## config.mk

```make
export PLATFORM = sky130hd
export DESIGN_NAME = core_alu_arbiter_flat
export DESIGN_NICKNAME = d
export VERILOG_FILES = /design/src/rtl/core_alu_arbiter_if.sv /design/src/rtl/core_alu_arbiter.sv /design/src/flat_wrapper.sv
export SDC_FILE = /design/constraint.sdc
export NUM_CORES = 1
export LEC_CHECK = 0
export BUFFER_PORTS_ARGS = -buffer_cell sky130_fd_sc_hd__buf_2
export CAP_MARGIN = 20
export CORE_AREA = 2 2 142 144
export DETAILED_ROUTE_END_ITERATION = 10
export DIE_AREA = 0 0 144 146
export GPL_TIMING_DRIVEN = 0
export MAX_ROUTING_LAYER = met4
export PLACE_DENSITY_LB_ADDON = 0.25
export SYNTH_ARGS = -nofsm -noshare
export SYNTH_HDL_FRONTEND = slang
export SYNTH_SLANG_ARGS = --single-unit
```

## constraint.sdc

```tcl
create_clock -name clk -period 8.1 [get_ports clk]
set_input_delay 1.62 -clock clk [delete_from_list [all_inputs] [get_ports clk]]
set_output_delay 1.62 -clock clk [all_outputs]
set_load 0.03 [all_outputs]
```

## src/rtl/core_alu_arbiter_if.sv

```systemverilog
// Handshake bundle between the core array, the ALU-input arbiter and the ALU.
// The arbiter uses the slave modport; the cores and ALU side use master.
interface core_alu_arbiter_if #(
  parameter int unsigned NUM_CORES = 9,
  parameter int unsigned DATA_W    = 32,
  parameter int unsigned ID_W      = 4
);
  logic [NUM_CORES-1:0]        req_valid;
  logic [NUM_CORES*DATA_W-1:0] req_data;
  logic [NUM_CORES-1:0]        req_ready;
  logic                        alu_valid;
  logic [DATA_W-1:0]           alu_data;
  logic [ID_W-1:0]             alu_src;
  logic                        alu_ready;

  modport master (
    output req_valid, req_data, alu_ready,
    input  req_ready, alu_valid, alu_data, alu_src
  );

  modport slave (
    input  req_valid, req_data, alu_ready,
    output req_ready, alu_valid, alu_data, alu_src
  );
endinterface

```

## src/rtl/core_alu_arbiter.sv

```systemverilog
// Round-robin arbiter plus one-entry output buffer feeding the shared ALU port.
// Optional macro CORE_ALU_ARB_PROB_PRIORITY_EN favours the probabilistic core (id NUM_CORES-1).
module core_alu_arbiter #(
  parameter int unsigned NUM_CORES = 9,
  parameter int unsigned DATA_W    = 32,
  parameter int unsigned ID_W      = 4
) (
  input  logic              clk,
  input  logic              rst,
  core_alu_arbiter_if.slave bus,
  output logic [15:0]       grant_total
);
  localparam logic [ID_W-1:0] LAST_ID = ID_W'(NUM_CORES - 1);

  logic [ID_W-1:0]      r_ptr;
  logic [DATA_W-1:0]    r_data;
  logic [ID_W-1:0]      r_src;
  logic                 r_valid;
  logic [15:0]          r_grants;

  logic                 w_slot_free;
  logic                 w_found_hi;
  logic                 w_found_lo;
  logic                 w_xfer;
  logic [ID_W-1:0]      w_cand_hi;
  logic [ID_W-1:0]      w_cand_lo;
  logic [ID_W-1:0]      w_rr_cand;
  logic [ID_W-1:0]      w_cand;
  logic [NUM_CORES-1:0] w_ready;
  logic [DATA_W-1:0]    w_data;

  assign w_slot_free = !r_valid || bus.alu_ready;

  // Wrapping search as two passes: first requester at/above ptr, else lowest requester.
  always_comb begin
    w_found_hi = 1'b0;
    w_found_lo = 1'b0;
    w_cand_hi  = '0;
    w_cand_lo  = '0;
    for (int unsigned i = 0; i < NUM_CORES; i++) begin
      if (bus.req_valid[i]) begin
        if (!w_found_lo) begin
          w_found_lo = 1'b1;
          w_cand_lo  = ID_W'(i);
        end
        if (!w_found_hi && (ID_W'(i) >= r_ptr)) begin
          w_found_hi = 1'b1;
          w_cand_hi  = ID_W'(i);
        end
      end
    end
    w_rr_cand = w_found_hi ? w_cand_hi : w_cand_lo;
  end

`ifdef CORE_ALU_ARB_PROB_PRIORITY_EN
  logic r_last_prob;
  logic w_others;

  assign w_others = |bus.req_valid[NUM_CORES-2:0];
  // Probabilistic core wins unless it won the previous transfer and someone else is waiting.
  assign w_cand   = (bus.req_valid[NUM_CORES-1] && !(r_last_prob && w_others)) ? LAST_ID
                                                                               : w_rr_cand;

  always_ff @(posedge clk or negedge rst) begin
    if (!rst) begin
      r_last_prob <= 1'b0;
    end else if (w_xfer) begin
      r_last_prob <= (w_cand == LAST_ID);
    end
  end
`else
  assign w_cand = w_rr_cand;
`endif

  always_comb begin
    w_ready = '0;
    w_data  = '0;
    for (int unsigned i = 0; i < NUM_CORES; i++) begin
      if (w_cand == ID_W'(i)) begin
        w_ready[i] = rst && w_slot_free && w_found_lo;
        w_data     = bus.req_data[i*DATA_W +: DATA_W];
      end
    end
  end

  assign w_xfer = |w_ready;

  always_ff @(posedge clk or negedge rst) begin
    if (!rst) begin
      r_valid  <= 1'b0;
      r_data   <= '0;
      r_src    <= '0;
      r_ptr    <= '0;
      r_grants <= '0;
    end else if (w_xfer) begin
      r_valid <= 1'b1;
      r_data  <= w_data;
      r_src   <= w_cand;
      r_ptr   <= (w_cand == LAST_ID) ? '0 : w_cand + ID_W'(1);
      if (r_grants != '1) begin
        r_grants <= r_grants + 16'd1;
      end
    end else if (bus.alu_ready) begin
      r_valid <= 1'b0;
    end
  end

  assign bus.req_ready = w_ready;
  assign bus.alu_valid = r_valid;
  assign bus.alu_data  = r_data;
  assign bus.alu_src   = r_src;
  assign grant_total   = r_grants;
endmodule

```

## src/flat_wrapper.sv

```systemverilog
// flat-port wrapper written by rule: the top's interface ports become plain ports
module core_alu_arbiter_flat 
#(
  parameter int unsigned NUM_CORES = 9,
  parameter int unsigned DATA_W    = 32,
  parameter int unsigned ID_W      = 4
)
  (clk, rst, grant_total, bus_req_valid, bus_req_data, bus_alu_ready, bus_req_ready, bus_alu_valid, bus_alu_data, bus_alu_src);
  core_alu_arbiter_if #(.NUM_CORES(NUM_CORES), .DATA_W(DATA_W), .ID_W(ID_W)) bus_i ();
  input  logic clk;
  input  logic rst;
  output logic [15:0] grant_total;
  input wire logic [$bits(bus_i.req_valid)-1:0] bus_req_valid;
  input wire logic [$bits(bus_i.req_data)-1:0] bus_req_data;
  input wire logic [$bits(bus_i.alu_ready)-1:0] bus_alu_ready;
  output wire logic [$bits(bus_i.req_ready)-1:0] bus_req_ready;
  output wire logic [$bits(bus_i.alu_valid)-1:0] bus_alu_valid;
  output wire logic [$bits(bus_i.alu_data)-1:0] bus_alu_data;
  output wire logic [$bits(bus_i.alu_src)-1:0] bus_alu_src;
  assign bus_i.req_valid = bus_req_valid;
  assign bus_i.req_data = bus_req_data;
  assign bus_i.alu_ready = bus_alu_ready;
  assign bus_req_ready = bus_i.req_ready;
  assign bus_alu_valid = bus_i.alu_valid;
  assign bus_alu_data = bus_i.alu_data;
  assign bus_alu_src = bus_i.alu_src;
  core_alu_arbiter #(.NUM_CORES(NUM_CORES), .DATA_W(DATA_W), .ID_W(ID_W)) u_core (.clk(clk), .rst(rst), .bus(bus_i), .grant_total(grant_total));
endmodule
```

Word-level counts from Yosys, hierarchy flattened
Index checks and enable logic that the tools add are counted.
- register bits after elaboration: 57
- input port bits: 300
- output and inout bits: 62
- word-level logic and storage cells: 130
- muxes and demuxes: 81
- add/subtract/negate cells: 2
- reduce and logical (&&, ||, !) cells: 24
- equality and inequality tests: 9
- magnitude comparators: 9
- operator list (kind ; count):
    $mux W32 ; 9
    $mux W4 ; 32
    $mux W1 ; 40
    $add A16 B1 Y16 const B ; 1
    $eq A4 B3 Y1 const B ; 4
    $ge A3 B4 Y1 const A ; 4
    $ne A16 B16 Y1 const B ; 1
    $logic_and A1 B1 Y1 ; 10
    $logic_not A1 Y1 ; 9
    $reduce_or A9 Y1 ; 1
    $eq A4 B2 Y1 const B ; 2
    $ge A1 B4 Y1 const A ; 2
    $ge A2 B4 Y1 const A ; 2
    $add A4 B1 Y4 const B ; 1
    $eq A4 B1 Y1 const B ; 1
    $eq A4 B4 Y1 const B ; 1
    $ge A4 B4 Y1 const A ; 1
    $logic_not A4 Y1 ; 1
    $reduce_and A2 Y1 ; 1
    $reduce_bool A2 Y1 ; 1
    $logic_or A1 B1 Y1 ; 1

Depth between registers and ports, before layout
Gate-level depths: netlist of the first run.
- word-level depth: 46
- mapped depth: 19
- gate-level depth less buffers: 14

Worst setup path after synthesis of the first run
OpenSTA, ideal clock, no wires.
- path type: in2out
- from: in bus_req_valid[2]
- to: out bus_req_ready[2]
- data arrival time: 4.308 ns
- data required time: 6.480 ns
- buffers on the path: 4
- stages on the path: 13
- path slack: 2.172 ns
- path through: a21boi_1 -> o21ai_2 -> o211ai_1 -> a2bb2oi_2 -> buf_2 -> buf_2 -> nand2_1 -> inv_1 -> ha_1 -> inv_1 -> clkbuf_1 -> clkbuf_1 -> nor3_1
- longest elaborated chain between the ends: 28
- elaborated cells between the ends (all ways): 62
- those cells by class: eq/ne: 1; mux: 48; reduce/logical: 13
- ends and longest elaborated chain (item ; line ; RTL):
    from (decl) ; flat_wrapper.sv:13 ; input wire logic [$bits(bus_i.req_valid)-1:0] bus_req_valid;
    $mux W1 ; core_alu_arbiter.sv:41 ; if (bus.req_valid[i]) begin
    $logic_not A1 Y1 ; core_alu_arbiter.sv:46 ; if (!w_found_hi && (ID_W'(i) >= r_ptr)) begin
    $logic_and A1 B1 Y1 ; core_alu_arbiter.sv:46 ;
    $mux W1 ; core_alu_arbiter.sv:46 ;
    $mux W1 ; core_alu_arbiter.sv:41 ;
    $logic_not A1 Y1 ; core_alu_arbiter.sv:46 ;
    $logic_and A1 B1 Y1 ; core_alu_arbiter.sv:46 ;
    $mux W1 ; core_alu_arbiter.sv:46 ;
    [12 not listed] ; - ;
    $mux W1 ; core_alu_arbiter.sv:41 ;
    $logic_not A1 Y1 ; core_alu_arbiter.sv:46 ;
    $logic_and A1 B1 Y1 ; core_alu_arbiter.sv:46 ;
    $mux W4 or $mux W1 (tied branches) ; core_alu_arbiter.sv:46 ;
    $mux W4 or $mux W1 (tied branches) ; core_alu_arbiter.sv:41 ;
    $mux W4 ; core_alu_arbiter.sv:52 ; w_rr_cand = w_found_hi ? w_cand_hi : w_cand_lo;
    $eq A4 B2 Y1 ; core_alu_arbiter.sv:79 ; if (w_cand == ID_W'(i)) begin
    $mux W1 * ; core_alu_arbiter.sv:79 ;
    to (decl) ; flat_wrapper.sv:16 ; output wire logic [$bits(bus_i.req_ready)-1:0] bus_req_ready;
Every way passes the cells marked *; elsewhere a longest branch is shown, timed or not.

Worst setup path after layout of the first run
- from: in bus_req_valid[2]
- to: out bus_req_ready[6]
- longest elaborated chain between the ends: 28
- elaborated cells between the ends (all ways): 62
- those cells by class: eq/ne: 1; mux: 48; reduce/logical: 13
- ends and longest elaborated chain (item ; line):
    $mux W1 ; core_alu_arbiter.sv:41
    $logic_not A1 Y1 ; core_alu_arbiter.sv:46
    $logic_and A1 B1 Y1 ; core_alu_arbiter.sv:46
    $mux W1 ; core_alu_arbiter.sv:46
    $mux W1 ; core_alu_arbiter.sv:41
    $logic_not A1 Y1 ; core_alu_arbiter.sv:46
    $logic_and A1 B1 Y1 ; core_alu_arbiter.sv:46
    $mux W1 ; core_alu_arbiter.sv:46
    [12 not listed] ; -
    $mux W1 ; core_alu_arbiter.sv:41
    $logic_not A1 Y1 ; core_alu_arbiter.sv:46
    $logic_and A1 B1 Y1 ; core_alu_arbiter.sv:46
    $mux W4 or $mux W1 (tied branches) ; core_alu_arbiter.sv:46
    $mux W4 or $mux W1 (tied branches) ; core_alu_arbiter.sv:41
    $mux W4 ; core_alu_arbiter.sv:52
    $eq A4 B3 Y1 ; core_alu_arbiter.sv:79
    $mux W1 * ; core_alu_arbiter.sv:79
Marked as above.

==> results.yml, run 1 <==
die:
  io_pins: 362
  die_w_um: 144
  core_area_um2: 19300
  dieHeight_um: 146
  die_area_um2: 21000
  start_util: 0.274
  rows: 51
critical_path:
  crit_buf_inv: 7
  worstPathCellList: "buf_2, a21boi_1, o21ai_2, o211ai_1, a2bb2oi_2, buf_2, buf_2, nand2_1, inv_1, ha_1, clkbuf_1, clkbuf_1, and3_1, buf_2"
  reg2regPathDepth: 17
  crit_family: "buffers and inverters"
  crit_slowest_cell: "clkbuf_1"
  critical-path-max-stage-delay_ns: 0.49
  crit_fanout: 10
  crit_arrival_ns: 5.39
  cp.required_ns: 6.48
  cp_common_cell: "buf_2"
  crit_cells: 14
  worstSetupStartpointType: "primary input"
  path_class: "in -> out"
  cp-end-kind: "output pin"
timing:
  post-route-min-period_ns: 7.01
  slew_headroom: 0.458
  finalMaxSlewViolations: 0
  clock_skew_ns: 0.00483
  tns_ns: 0
  post-route-period-util: 0.865
  hold_viol_final: 0
  rsz0062_at_grt: "false"
  setup_viol: 0
  worst_pin_slew_ns: 0.813
  fmax_mhz: 143
synth:
  synth_enable_flop_cells: 0
  synthCells: 783
  yosysUniqueCellTypes: 58
  ys_warn_count: 0
  post-synth-top-area-fraction: 0.269
  syn_avg_cell_area_um2: 6.76
  ys_seq_area_frac: 0.269
  ys.flop_type: "dfrtp_1"
  synth_most_common_cell: "nor2_1"
  netlist_top_cells_area: "dfrtp_1 27%, a21oi_1 9.2%, o21ai_0 8.9%"
  yosysTopAreaCell: "dfrtp_1"
  syn-num-nets: 1087
  ys_seq_elements: 57
  synthesis.area_um2: 5300
  synth-async-reset-ratio: 1.00
  ys_top_cells_by_count: "101 x nor2_1, 97 x a21oi_1, 94 x o21ai_0"
clock_tree:
  clk_pin_slew_ns: 0.06
  root_buffer: "clkbuf_16"
  cts.sinks: 57
  clk_latency_ns: 0.35
  numCtsBuffers: 9
  post_cts.repair.setup_buffers: 0
  cts_tree: "done"
  hold_buffers: 0
  clock_tree.buffer_depth: 2
  htree_levels: 3
  cts_resized: 0
detailed_routing:
  via_per_inst: 5.21
  routed_wl_um: 28500
  drtPass1Iterations: 5
  via_count: 7454
  wl_per_cell_um: 19.9
  ant_nets: 0
  drtIter0Drc: 439
  drc: 0
place:
  dpl-instance-area_um2: 7440
  hpwlAfterDp_um: 22600
  place.gp.congestion: 0.892
  port_buffers: 361
power:
  p_per_area_nw_per_um2: 548
  combPwrFrac: 0.781
  peakVddDrop_uv: 171
  swShare: 0.591
  pwr-share-clk: 0.102
  p_switching_uw: 2520
  internal_power_uw: 1750
  power_frac_seq: 0.118
  power_leakage_uw: 0.00373
global_routing:
  grt_use_total: 0.270
  first_global_vias: 7072
  grt_max_degree: 60
  grt_pass1_wl_um: 41400
  antenna_found_initial: 5
  grt-ovfl-total: 0
outcome:
  outcome: "finished clean"
cells_and_area:
  finalInstanceArea_um2: 7790
  nNetsFinal: 1461
  fill_cells: 2185
  drive_above_1_share: 0.350
  area_delta_synth_final_pct: 47.1
hold_path:
  min_path_type: "reg -> reg"
  hold_depth: 1
job:
  max_cap_viol_count: 0
## power by group through the flow
stage               registers [uW]  clock network [uW]  logic, uW
CTS                            502                 441       3320
floorplan                      704                   0       2030
global route                   519                 451       3680
finish                         503                 433       3330
detailed placement             504                   0       3310
global placement               502                   0       3280
## layout by cell type, fill, tap and decap left out, drive strengths merged, types with 28 or more instances in the layout
cell type and count:
o21ai 102, or3 28, nand2 64, clkbuf 63, nand4 36, buf 380
inv 43, dfrtp 57, o22ai 36, a22oi 30, a31oi 28, nor2 102
a21oi 97
## layer usage
metal	GRT usage	share of wire	vias to the layer above
met5	-	0	-
met4	0.0824	0.023	0
met3	0.0477	0.075	39
met2	0.442	0.49	357
met1	0.338	0.42	3451
li1	-	-	3607
## layout make-up
cell class                      count  area (um2)  share of cell area
Multi-Input combinational cell    614        3430               0.440
Timing Repair Buffer              363        1820               0.234
Sequential cell                    57        1430               0.183
Tap cell                          265         332              0.0426
Buffer                             71         287              0.0368
Clock buffer                        9         225              0.0289
Inverter                           41         154              0.0198
Clock inverter                      7         101              0.0130
Antenna cell                        5        12.5             0.00161
## cell families after synthesis
group                    count (synthesis)  synth area share
AO/OA/AOI/OAI                          320             0.357
AND/OR/NAND/NOR                        273             0.251
buffers and inverters                  112            0.0832
flip-flops                              57             0.269
XOR/XNOR                                14            0.0232
adder cells (fa/ha/maj)                  4           0.00945
multiplexers                             3           0.00614
## per-stage QoR
stage / util / power [uW] / instances / setup WS, ns / hold slack, ns
after CTS: 0.402 / 4260 / 1426 / 1.11 / 0.487
after global placement: 0.385 / 3790 / 1409 / 1.10 / 0.463
final: 0.403 / 4270 / 1432 / 1.09 / 0.481
after detailed placement: 0.385 / 3820 / 1410 / 1.11 / 0.472
after global routing: 0.403 / 4650 / 1431 / 0.833 / 0.509
after floorplan: - / 2740 / 783 / 2.17 / 0.554
## worst paths after layout
kind | end | slack, ns | from
setup / recovery | bus_req_ready[6] | 1.09 | bus_req_valid[2]
hold / removal | u_core.grant_total[5]$_DFFE_PN0P_ | 0.48 | u_core.grant_total[5]$_DFFE_PN0P_
setup reg to reg | u_core.bus.alu_data[7]$_DFFE_PN0P_ | 2.93 | u_core.r_ptr[1]$_DFFE_PN0P_
hold reg to reg | u_core.grant_total[5]$_DFFE_PN0P_ | 0.48 | u_core.grant_total[5]$_DFFE_PN0P_
max in group asynchronous | u_core.bus.alu_data[8]$_DFFE_PN0P_ | 6.20 | rst
min in group asynchronous | u_core.bus.alu_src[3]$_DFFE_PN0P_ | 1.37 | rst
## state kept, by name, indices dropped and copies added, names as in the netlist
signal	cells
u_core.bus.alu_valid	1
u_core.bus.alu_data	32
u_core.bus.alu_src	4
u_core.grant_total	16
u_core.r_ptr	4
No activity file was read; power rests on OpenSTA's default activity.
==> run 2: changes to the inputs <==
- GPL_TIMING_DRIVEN: 0 -> not set
==> run 2 against run 1 <==
Against the previous run:
- clock skew rose by 0.0066 ns
- worst setup slack better by 0.71 ns
- global-route usage fell by 3.3 points
- core utilization down 0.54 points
- non-clock buffer count fell by 56
- total power decreased by 3.9%
- critical path type unchanged
==> results.yml, run 2 (same netlist as run 1, synthesis figures left out) <==
outcome:
  outcome: "finished clean"
critical_path:
  cp.required_ns: 6.48
  crit_arrival_ns: 4.68
  critical-path-max-stage-delay_ns: 0.69
  cp_common_cell: "buf_2"
  worstSetupStartpointType: "primary input"
  path_class: "in -> out"
  cp-end-kind: "output pin"
  worstPathCellList: "buf_2, nor2b_1, o21ai_2, nand3_1, nand4b_4, nand2_1, ha_2, inv_1, nor3_1, buf_2"
  crit_slowest_cell: "ha_2"
  crit_fanout: 37
timing:
  slew_headroom: 0.449
  setup_viol: 0
  clock_skew_ns: 0.0115
  setup_ws_ns: 1.80
  worst_pin_slew_ns: 0.827
  post-route-min-period_ns: 6.30
  post-route-period-util: 0.778
  hold_ws_ns: 0.474
  hold_viol_final: 0
  tns_ns: 0
  fmax_mhz: 159
  finalMaxSlewViolations: 0
  rsz0062_at_grt: "false"
die:
  dieHeight_um: 146
  core_area_um2: 19300
  die_w_um: 144
  io_pins: 362
  start_util: 0.274
  die_area_um2: 21000
  rows: 51
detailed_routing:
  via_count: 7133
  ant_nets: 0
  drtIter0Drc: 506
  drc: 0
  via_per_inst: 5.20
  wl_per_cell_um: 18.3
  drtPass1Iterations: 5
  routed_wl_um: 25200
clock_tree:
  cts_tree: "done"
  clock_tree.buffer_depth: 2
  clk_latency_ns: 0.34
  numCtsBuffers: 9
  post_cts.repair.setup_buffers: 0
  cts_resized: 0
  cts.sinks: 57
  hold_buffers: 0
  root_buffer: "clkbuf_16"
  clk_pin_slew_ns: 0.05
  htree_levels: 3
global_routing:
  grt_max_degree: 65
  grt-ovfl-total: 0
  grt_pass1_wl_um: 37200
  first_global_vias: 6709
  grt_use_total: 0.237
  antenna_found_initial: 3
cells_and_area:
  drive_above_1_share: 0.377
  area_delta_synth_final_pct: 45.1
  fill_cells: 2080
  final_cell_mix: "361 x buf_2, 101 x nor2_1, 97 x a21oi_1, 94 x o21ai_0, 64 x nand2_1"
  nNetsFinal: 1405
  largest_reg_flops: 32
  finalInstanceArea_um2: 7690
  regArea_um2: 1430
  multiInputGateArea_um2: 3490
  layout_commonest_cell: "buf_2"
place:
  place.gp.congestion: 0.917
  port_buffers: 361
  hpwlAfterDp_um: 18600
  place_ws_ns: 1.74
  dpl-instance-area_um2: 7350
power:
  finalPower_uw: 4100
  power_leakage_uw: 0.00369
  peakVddDrop_uv: 211
  p_per_area_nw_per_um2: 533
hold_path:
  min_path_type: "reg -> reg"
job:
  max_cap_viol_count: 0
-- run 2: cell count changes in the layout (fill, tap and decap cells not counted), moves of 2 or more --
cell      before  now
diode_2        5    2
clkinv_4       1    3
ha_1           4    1
ha_2           0    3
buf_1          5    0
buf_2        370  361
buf_4          5   16
clkbuf_1      54    0
-- run 2: final cells by class --
class,instances,area share
antenna,2,0.000651
multi-input combinational,614,0.454
inverter,41,0.0200
sequential,57,0.186
clock inverter,7,0.0133
clock buffer,9,0.0293
tap,265,0.0431
timing repair buffer,378,0.254
-- run 2: routing by layer --
metal	share of wire	wire length, um	GRT usage	up-vias
met4	0.017	423	0.0627	0
met5	0	0	-	-
met2	0.49	12300	0.390	323
met1	0.42	10700	0.297	3279
li1	-	-	-	3502
met3	0.072	1800	0.0444	29
-- run 2: worst paths after layout --
check / startpoint / end / slack [ns] / depth (start not counted)
min in group asynchronous: rst / u_core.bus.alu_src[3]$_DFFE_PN0P_ / 1.47 / 2
max in group asynchronous: rst / u_core.bus.alu_data[28]$_DFFE_PN0P_ / 6.09 / 2
setup reg to reg: u_core.r_ptr[2]$_DFFE_PN0P_ / u_core.grant_total[12]$_DFFE_PN0P_ / 3.02 / 12
setup / recovery: bus_req_valid[0] / bus_req_ready[1] / 1.80 / 10
hold / removal: u_core.bus.alu_src[3]$_DFFE_PN0P_ / u_core.bus.alu_src[3]$_DFFE_PN0P_ / 0.47 / 2
hold reg to reg: u_core.bus.alu_src[3]$_DFFE_PN0P_ / u_core.bus.alu_src[3]$_DFFE_PN0P_ / 0.47 / 2
-- run 2: worst max-delay path, delay by kind of cell --
family | cells | cell delay (ns)
buf+inv | 3 | 0.48
fa+ha+maj | 1 | 0.69
compound gates | 1 | 0.27
simple gates | 5 | 1.61
-- run 2: report_power, final --
part           total (uW)  internal, uW  switching [uW]
clock network         430           272             158
logic                3160          1050            2110
registers             509           416            92.9
total                4100          1740            2360
-- run 2: stage by stage --
stage          std cells   util
6_report            1373  0.398
5_1_grt             1373  0.398
4_1_cts             1371  0.397
3_5_place_dp        1355  0.380
3_3_place_gp        1354  0.379
2_1_floorplan        783      -
==> run 3: changes to the inputs <==
- ABC_AREA: not set -> 1
- CORE_AREA: 2 2 142 144 -> not set
- CORE_MARGIN: not set -> 2
- CORE_UTILIZATION: not set -> 35
- DIE_AREA: 0 0 144 146 -> not set
- clock period: 8.1 -> 6.45 ns (I/O delays scaled with it)
==> run 3 against run 2 <==
Against the previous run:
- register-to-register slack lost 1.1 ns
- count of clock-buffer cells in the layout grew 4
- highest routed layer unchanged
- largest power group unchanged
- worst hold slack worse by 0.00094 ns
- non-clock buffer count down 3
- final cell count rose by 30%
- clock power grew 5.6%
- combinational power up 36%
- via count increased by 21%
- sequential share of layout area fell by 2.1 points
- clock skew decreased by 0.0083 ns
- worst setup slack worse by 0.52 ns
- synthesized cell count increased by 57%
==> results.yml, run 3 <==
global_routing:
  antenna_found_initial: 5
  grt_max_degree: 71
  grt_use_total: 0.282
  first_global_vias: 8293
  grt-ovfl-total: 0
  grt_pass1_wl_um: 42600
detailed_routing:
  drtIter0Drc: 536
  drc: 0
  wl_per_cell_um: 15.4
  ant_nets: 0
  drtPass1Iterations: 8
  routed_wl_um: 27500
  via_per_inst: 4.85
  via_count: 8641
synth:
  synth_most_common_cell: "nand2_1"
  synth-async-reset-ratio: 1.00
  ys_seq_area_frac: 0.222
  synthesis.area_um2: 6440
  yosysUniqueCellTypes: 31
  ys.flop_type: "dfrtp_1"
  ys_top_cells_by_count: "508 x nand2_1, 191 x nor2_1, 135 x inv_1"
  ys_seq_elements: 57
  ys_warn_count: 0
  syn-num-nets: 1533
  synth_enable_flop_cells: 0
  synthCells: 1229
  syn_avg_cell_area_um2: 5.24
  yosysTopAreaCell: "nand2_1"
  post-synth-top-area-fraction: 0.296
  netlist_top_cells_area: "nand2_1 30%, dfrtp_1 22%, nor2_1 11%"
die:
  die_w_um: 140
  core_area_um2: 18000
  io_pins: 362
  rows: 49
  dieHeight_um: 140
  start_util: 0.357
  die_area_um2: 19500
clock_tree:
  cts_resized: 0
  cts_tree: "done"
  cts.sinks: 57
  root_buffer: "clkbuf_16"
  hold_buffers: 0
  clock_tree.buffer_depth: 2
  htree_levels: 3
  post_cts.repair.setup_buffers: 0
  clk_latency_ns: 0.32
  numCtsBuffers: 9
  clk_pin_slew_ns: 0.05
cells_and_area:
  layout_commonest_cell: "nand2_1"
  multiInputGateArea_um2: 4210
  largest_reg_flops: 32
  drive_above_1_share: 0.265
  nNetsFinal: 1849
  area_delta_synth_final_pct: 34.3
  fill_cells: 2015
  final_util: 0.480
  final_cell_mix: "508 x nand2_1, 361 x buf_2, 190 x nor2_1, 135 x inv_1, 117 x nand3_1"
  regArea_um2: 1430
place:
  port_buffers: 361
  place.gp.congestion: 0.956
  hpwlAfterDp_um: 21500
power:
  power_frac_seq: 0.116
  pwr-share-clk: 0.084
  internal_power_uw: 2120
  swShare: 0.606
  power_leakage_uw: 0.00531
  p_per_area_nw_per_um2: 623
  p_switching_uw: 3270
  combPwrFrac: 0.800
  peakVddDrop_uv: 251
critical_path:
  cp.required_ns: 5.16
  worstSetupStartpoint: "bus_req_valid[3]"
  crit_arrival_ns: 3.88
  critical-path-max-stage-delay_ns: 0.67
  crit_slowest_cell: "nor2_4"
  crit_fanout: 63
  worstPathCellList: "buf_2, inv_1, nor2_1, nor2_2, nand3_1, nor2_4, nand2_1, nand2_1, nand2_2, nor2_4, nand2_4, buf_4, nor2_1, buf_2"
  cp-end-kind: "output pin"
  worstSetupStartpointType: "primary input"
  r2r-start: "u_core.r_ptr[3]$_DFFE_PN0P_"
  rrSetupSlack_ns: 1.93
  path_class: "in -> out"
timing:
  clock_skew_ns: 0.00313
  post-route-min-period_ns: 5.17
  finalMaxSlewViolations: 0
  worst_pin_slew_ns: 1.07
  setup_viol: 0
  fmax_mhz: 194
  post-route-period-util: 0.801
  hold_viol_final: 0
  tns_ns: 0
  rsz0062_at_grt: "false"
  slew_headroom: 0.285
outcome:
  outcome: "finished clean"
hold_path:
  min_from: "u_core.bus.alu_data[2]$_DFFE_PN0P_"
  min_path_type: "reg -> reg"
job:
  max_cap_viol_count: 0
-- run 3: cell types whose count changed after synthesis, moves of 42 or more --
cell     change
nand3_1    +108
o21ai_0     -42
nand2_1    +444
nor2_1      +90
a21oi_1     -93
inv_1       +95
-- run 3: area by class of cell --
type / instances / area share
Multi-Input combinational cell: 964 / 0.487
Timing Repair Buffer: 375 / 0.221
Tap cell: 229 / 0.0331
Clock buffer: 13 / 0.0313
Sequential cell: 57 / 0.165
Antenna cell: 5 / 0.00145
Clock inverter: 2 / 0.00145
Inverter: 138 / 0.0599
-- run 3: power groups by stage --
| stage | clock, uW | sequential (uW) | combinational [uW] |
|---|---|---|---|
| after floorplan | 0 | 853 | 2880 |
| after global placement | 0 | 626 | 4290 |
| after detailed placement | 0 | 623 | 4330 |
| after CTS | 458 | 621 | 4350 |
| after global routing | 476 | 638 | 4880 |
| final | 454 | 623 | 4310 |
-- run 3: per-layer routing --
layer	up-vias	share of wire	GRT usage
li1	4388	-	-
met1	3825	0.41	0.342
met2	375	0.49	0.478
met3	53	0.062	0.0392
met4	0	0.037	0.104
met5	-	0	-
-- run 3: cell families (layout without fill, tap and decap cells) --
kind of cell / after synthesis / in the layout / share of synthesized area
other: 0 / 5 / 0
XOR/XNOR: 15 / 15 / 0.0204
flip-flops: 57 / 57 / 0.222
AO/OA/AOI/OAI: 64 / 64 / 0.0527
buffers and inverters: 208 / 528 / 0.126
AND/OR/NAND/NOR: 881 / 881 / 0.571
adder cells (fa/ha/maj): 4 / 4 / 0.00778
-- run 3: worst max-delay path, delay by kind of cell --
| kind | cells | cell delay (ns) |
|---|---|---|
| buf+inv | 4 | 0.77 |
| simple gates | 10 | 1.80 |
-- run 3: worst paths after layout --
kind | cells after the start | to
setup / recovery | 14 | bus_req_ready[2]
hold / removal | 2 | u_core.bus.alu_data[2]$_DFFE_PN0P_
setup reg to reg | 20 | u_core.bus.alu_data[23]$_DFFE_PN0P_
hold reg to reg | 2 | u_core.bus.alu_data[2]$_DFFE_PN0P_
max in group asynchronous | 2 | u_core.bus.alu_data[20]$_DFFE_PN0P_
min in group asynchronous | 2 | u_core.grant_total[5]$_DFFE_PN0P_
-- run 3: through the flow --
step                      hold WS (ns)  setup WS [ns]  power (uW)  std cells  area, um2
final                            0.473           1.28        5390       1783       8640
after global routing             0.483          0.904        5990       1783       8640
after CTS                        0.478           1.30        5430       1778       8630
after detailed placement         0.464           1.06        4960       1763       8350
after global placement           0.456           1.21        4920       1763       8350
after floorplan                  0.497           1.83        3740       1229       6440
